`src/rtl/uart_tx.sv`:
```
// ---------------------------------------------------------------------------
// uart_tx -- 8-bit asynchronous serial transmitter (8N1, optionally 8E1/8O1).
//
// A byte is accepted from a valid/ready source while the transmitter idles,
// then sent as: one start bit (0), eight data bits LSB first, an optional
// parity bit and one stop bit (1). Every bit lasts CLKS_PER_BIT clocks.
//
// Build option:
//   UART_TX_PARITY_EN  -- when defined, a parity bit is inserted between the
//                         last data bit and the stop bit. PARITY_ODD selects
//                         even (0) or odd (1) parity. When undefined, no
//                         parity state or parity logic is built.
// ---------------------------------------------------------------------------
module uart_tx #(
  parameter int unsigned CLKS_PER_BIT = 16,
  parameter int unsigned PARITY_ODD   = 0
) (
  input  logic       clk,
  input  logic       rst_n,
  input  logic       tx_valid,
  input  logic [7:0] tx_data,
  output logic       tx_ready,
  output logic       tx,
  output logic       busy,
  output logic       done
);

  // Parameter legality is checked while the design is elaborated.
  if (CLKS_PER_BIT < 2 || CLKS_PER_BIT > 65535 || PARITY_ODD > 1) begin : g_bad_param
    $error("uart_tx: CLKS_PER_BIT must be 2..65535 and PARITY_ODD 0 or 1");
  end

  localparam int unsigned     CNT_W    = $clog2(CLKS_PER_BIT);
  localparam logic [CNT_W-1:0] CNT_LAST = CNT_W'(CLKS_PER_BIT - 1);

`ifdef UART_TX_PARITY_EN
  typedef enum logic [2:0] {
    IDLE   = 3'd0,
    START  = 3'd1,
    DATA   = 3'd2,
    PARITY = 3'd3,
    STOP   = 3'd4
  } state_t;
`else
  typedef enum logic [1:0] {
    IDLE  = 2'd0,
    START = 2'd1,
    DATA  = 2'd2,
    STOP  = 2'd3
  } state_t;
`endif

  state_t           state;
  state_t           state_d;
  logic [CNT_W-1:0] baud_cnt;
  logic [CNT_W-1:0] baud_cnt_d;
  logic [2:0]       bit_idx;
  logic [2:0]       bit_idx_d;
  logic [7:0]       shift_reg;
  logic [7:0]       shift_d;
  logic             tx_q;
  logic             tx_d;
  logic             handshake;
  logic             bit_end;

  assign handshake = (state == IDLE) && tx_valid;
  assign bit_end   = (baud_cnt == CNT_LAST);

  // State register: the only place the FSM state changes.
  // NOTE: sequential state is written with non-blocking assignments so every
  // register samples the pre-edge values, regardless of block ordering.
  always_ff @(posedge clk or negedge rst_n) begin
    if (!rst_n) begin
      state <= IDLE;
    end else begin
      state <= state_d;
    end
  end

  // Next-state logic: advance one frame field per completed bit time.
  // NOTE: every combinational output gets a default first so no path can
  // leave it unassigned and infer a latch.
  always_comb begin
    state_d = state;
    unique case (state)
      IDLE:  if (handshake) state_d = START;
      START: if (bit_end)   state_d = DATA;
`ifdef UART_TX_PARITY_EN
      DATA:   if (bit_end && bit_idx == 3'd7) state_d = PARITY;
      PARITY: if (bit_end)                    state_d = STOP;
`else
      DATA:   if (bit_end && bit_idx == 3'd7) state_d = STOP;
`endif
      STOP:  if (bit_end)   state_d = IDLE;
      default:              state_d = IDLE;
    endcase
  end

  // Datapath next values: baud timing, bit index and the rotating data register.
  always_comb begin
    baud_cnt_d = baud_cnt;
    bit_idx_d  = bit_idx;
    shift_d    = shift_reg;

    // The baud counter runs in every busy state and clears on each bit boundary.
    if (state == IDLE || bit_end) begin
      baud_cnt_d = '0;
    end else begin
      baud_cnt_d = baud_cnt + CNT_W'(1);
    end

    if (handshake) begin
      shift_d = tx_data;
    end

    if (state == START) begin
      bit_idx_d = 3'd0;
    end else if (state == DATA && bit_end) begin
      // Rotating (rather than shifting out) restores the original byte after
      // eight bits, so the parity bit can still be computed from it.
      bit_idx_d = bit_idx + 3'd1;
      shift_d   = {shift_reg[0], shift_reg[7:1]};
    end
  end

  // Serial line value for the cycle after this edge, derived from next state.
  always_comb begin
    tx_d = 1'b1;
    unique case (state_d)
      START:  tx_d = 1'b0;
      DATA:   tx_d = shift_d[0];
`ifdef UART_TX_PARITY_EN
      PARITY: tx_d = (^shift_d) ^ 1'(PARITY_ODD);
`endif
      default: tx_d = 1'b1;
    endcase
  end

  // Datapath registers, including the registered serial line.
  // NOTE: the data register is reset along with the control state so that a
  // reset leaves no stale byte behind; it is a plain flop bank, not a memory.
  always_ff @(posedge clk or negedge rst_n) begin
    if (!rst_n) begin
      baud_cnt  <= '0;
      bit_idx   <= 3'd0;
      shift_reg <= 8'h00;
      tx_q      <= 1'b1;
    end else begin
      baud_cnt  <= baud_cnt_d;
      bit_idx   <= bit_idx_d;
      shift_reg <= shift_d;
      tx_q      <= tx_d;
    end
  end

  // Output decode: handshake and status flags follow the current state only.
  always_comb begin
    tx_ready = (state == IDLE);
    busy     = (state != IDLE);
    done     = (state == STOP) && bit_end;
    tx       = tx_q;
  end

endmodule

```
`config.mk`:
```
export PLATFORM = sky130hd
export DESIGN_NAME = uart_tx
export DESIGN_NICKNAME = d
export VERILOG_FILES = /design/src/rtl/uart_tx.sv
export SDC_FILE = /design/constraint.sdc
export NUM_CORES = 1
export LEC_CHECK = 0
export CAP_MARGIN = 25
export CORE_MARGIN = 8
export CORE_UTILIZATION = 54
export CTS_BUF_LIST = sky130_fd_sc_hd__clkbuf_2 sky130_fd_sc_hd__clkbuf_4 sky130_fd_sc_hd__clkbuf_8
export CTS_CLUSTER_SIZE = 20
export DETAILED_ROUTE_END_ITERATION = 16
export PLACE_DENSITY = 0.87
export SLEW_MARGIN = 15
export SYNTH_ARGS = -nofsm -noshare
export SYNTH_HDL_FRONTEND = slang
export SYNTH_SLANG_ARGS = --single-unit
```
`constraint.sdc`:
```
create_clock -name clk -period 1.95 [get_ports clk]
set_input_delay 0.2925 -clock clk [delete_from_list [all_inputs] [get_ports clk]]
set_output_delay 0.2925 -clock clk [all_outputs]
set_load 0.01 [all_outputs]
```
==> results.sh, run 1 <==
export IMPL_drtAntennaViolNets=0
export IMPL_crit_arrival_ns=1.58
export IMPL_power_density_nw_per_um2=1300
export IMPL_clkLatencyLatePin_ns=0.29
export IMPL_grt_max_degree=19
export IMPL_drv_slew=0
export IMPL_synth_ff_type="dfrtp_1"
export IMPL_yosysMostFrequentCell="dfrtp_1"
export IMPL_fmax_mhz=535
export IMPL_final_hold_violation_count=0
export IMPL_grtUsageTotal_pct=12.2
export IMPL_fin_worst_skew_ns=0.00846
export IMPL_dp_slack_ns=0.0261
export IMPL_syn_area_um2=955
export IMPL_insertedDiodeCount=0
export IMPL_holdBufCountCts=0
export IMPL_antenna_found_initial=0
export IMPL_wl_per_cell_um=16.1
export IMPL_finalWorstSetupSlack_ns=0.0804
export IMPL_ys_types=25
export IMPL_syn2layout_area_growth_pct=24.6
export IMPL_syn_nets=96
export IMPL_drc=0
export IMPL_fin_tns_setup_ns=0
export IMPL_p_int_uw=1020
export IMPL_die_area_um2=3370
export IMPL_clock_sinks=18
export IMPL_critPathLaunchType="flip-flop"
export IMPL_gr_total_overflow=0
export IMPL_power_leakage_uw=0.000531
export IMPL_htreeDepth=1
export IMPL_largest_register_ffs=8
export IMPL_layout_drive_gt1_share_pct=31.1
export IMPL_wl_um=1930
export IMPL_max_slew_margin_pct=75.7
export IMPL_yosysWarnings=0
export IMPL_peakVddDrop_mv=0.883
export IMPL_core_um2=1690
export IMPL_vias=714
export IMPL_numCtsBuffers=3
export IMPL_power_share_clock_pct=14.8
export IMPL_crit_path_end_kind="output pin"
export IMPL_rrSetupSlack_ns=0.24
export IMPL_post_synth_top_area_cell="dfrtp_1"
export IMPL_die_x_um=58.0
export IMPL_initial_core_util_pct=56.5
export IMPL_cts_clk_slew_worst_paths_ns=0.11
export IMPL_gp_congestion=0.801
export IMPL_critPathMaxFanout=4
export IMPL_status="complete, no violations"
export IMPL_final_min_clock_period_ns=1.87
export IMPL_clockRootBuffer="clkbuf_4"
export IMPL_hp_class="input pin to async pin"
export IMPL_cap_violations=0
export IMPL_synth_area_leaders="dfrtp_1 (45%), mux2_2 (18%), ha_1 (3.9%), nor2b_1 (3.9%), mux2i_1 (3.1%)"
export IMPL_initialDrtViolationCount=15
export IMPL_critPathKind="flip-flop to output pin"
export IMPL_p_sw_share_pct=34.1
export IMPL_postSynthCellCount=82
export IMPL_synth_top_cells_by_count="dfrtp_1 (17), mux2_2 (15), nor2b_1 (6), nand3_1 (5), o21ai_0 (4)"
export IMPL_dp_hpwl_um=1440
export IMPL_viasPerCell=5.95
export IMPL_p_switching_uw=528
export IMPL_dpl_cell_area_um2=1150
export IMPL_synth_area_per_cell_um2=11.6
export IMPL_r2r_start="state[1]"
export IMPL_ys_seq_area_share_pct=47.3
export IMPL_finalSetupViolations=0
export IMPL_clock_path_buffers=2
export IMPL_rr_endpoint="shift_reg[3]"
export IMPL_combPwrFrac_pct=40.3
export IMPL_tightest_slew_ns=0.364
export IMPL_die_height_um=58.0
export IMPL_cp_required_ns=1.66
export IMPL_io_pins=15
export IMPL_first_global_vias=689
export IMPL_holdWs_ns=0.313
export IMPL_seqPwrFrac_pct=44.9
export IMPL_synth_top_cell_area_share_pct=44.6
export IMPL_fin_crit_sh_pct=95.9
export IMPL_rows=15
export IMPL_synth_edff_count=0
export IMPL_critPathLaunch="baud_cnt[0]"
export IMPL_rsz0062_at_grt="false"
export IMPL_fin_util_pct=70.4
export IMPL_grt_pass1_wl_um=3150
export IMPL_port_buffers=14
export IMPL_firstDrtPassIters=4
export IMPL_rr_worst_depth=3
export IMPL_synthArstFlopShare_pct=100
export IMPL_final_cell_area_um2=1190
export IMPL_layout_nets=118
export IMPL_cts_tree="yes"
export IMPL_ys_ff_latch=18
-- logic make-up after synthesis --
family                     synth area share (%)
DFF                                        47.3
and+or+nand+nor                            15.5
muxes                                      20.8
adders and majority gates                  3.93
xor gates and xnor gates                   1.84
buffers and inverters                      2.36
AOI/OAI and AO/OA                          8.26
-- how the worst max path moves through the flow --
stage,cells past startpoint,slack [ns],to
after floorplan,4,0.42,done
after global placement,4,0.07,shift_reg[2]
after detailed placement,4,0.03,shift_reg[3]
after CTS,4,0.04,done
after global routing,2,0.02,tx_ready
final,4,0.08,done
-- per-layer routing --
metal  vias up  global-route usage (%)  routed length (um)
met5         -                       0                   0
met4         0                    5.24                  34
met3         4                    3.53                  98
met2        15                    21.7                 966
met1       352                    13.0                 831
li1        343                       -                   -
-- placed cells by master (no fill, tap or decap), types with 2 or more instances in the layout --
cell / netlist / final
a21oi_1: 3 / 3
nor3_1: 2 / 2
a31oi_1: 3 / 3
nand2_1: 2 / 2
clkbuf_4: 0 / 3
xnor2_1: 2 / 2
a311oi_1: 2 / 2
dfrtp_1: 17 / 17
ha_1: 3 / 2
mux2_2: 15 / 15
nor2b_1: 6 / 6
nand3_1: 5 / 5
buf_4: 0 / 7
clkdlybuf4s50_1: 0 / 13
o21ai_0: 4 / 4
mux2i_1: 3 / 3
-- metrics by stage --
stage / total power, uW / std cells
after floorplan: 1100 / 82
after global placement: 1270 / 116
after detailed placement: 1320 / 116
after CTS: 1550 / 120
after global routing: 1650 / 120
final: 1550 / 120
-- worst max-delay path, stage by stage, from the launching register on --
cell and delay, ns:
dfrtp_1 0.42, ha_2 0.20, and3_2 0.21, and3_1 0.17, dlygate4sd2_1 0.28
-- power groups by stage --
stage	combinational [uW]	clock, uW	sequential (uW)
finish	624	229	694
global placement	588	0	684
CTS	624	233	693
global route	685	250	717
floorplan	453	0	645
detailed placement	621	0	698
-- cell type report --
cell class	count	area, um^2
fillers	129	499
clock buffers	4	36.3
repair buffers	21	191
inverters	1	3.75
well taps	17	21.3
flip-flops and latches	18	452
multi-input cells	59	485
-- what timing repair did --
action | in CTS | in global routing
buffers inserted | 0 | 0
gates resized for setup | 1 | 2
endpoints found under the hold margin | 0 | 0
endpoints found under the setup margin | 1 | 3
No activity file was read; power rests on OpenSTA's default activity.
==> run 2: changes to the inputs <==
--- a/config.mk
+++ b/config.mk
@@ -12,7 +12,7 @@
 export CTS_CLUSTER_SIZE = 20
 export DETAILED_ROUTE_END_ITERATION = 16
 export PLACE_DENSITY = 0.87
-export SLEW_MARGIN = 15
+export SLEW_MARGIN = 20
 export SYNTH_ARGS = -nofsm -noshare
 export SYNTH_HDL_FRONTEND = slang
 export SYNTH_SLANG_ARGS = --single-unit
==> results of run 2 <==
No change in the layout: final DEF, timing and power equal those of run 1.
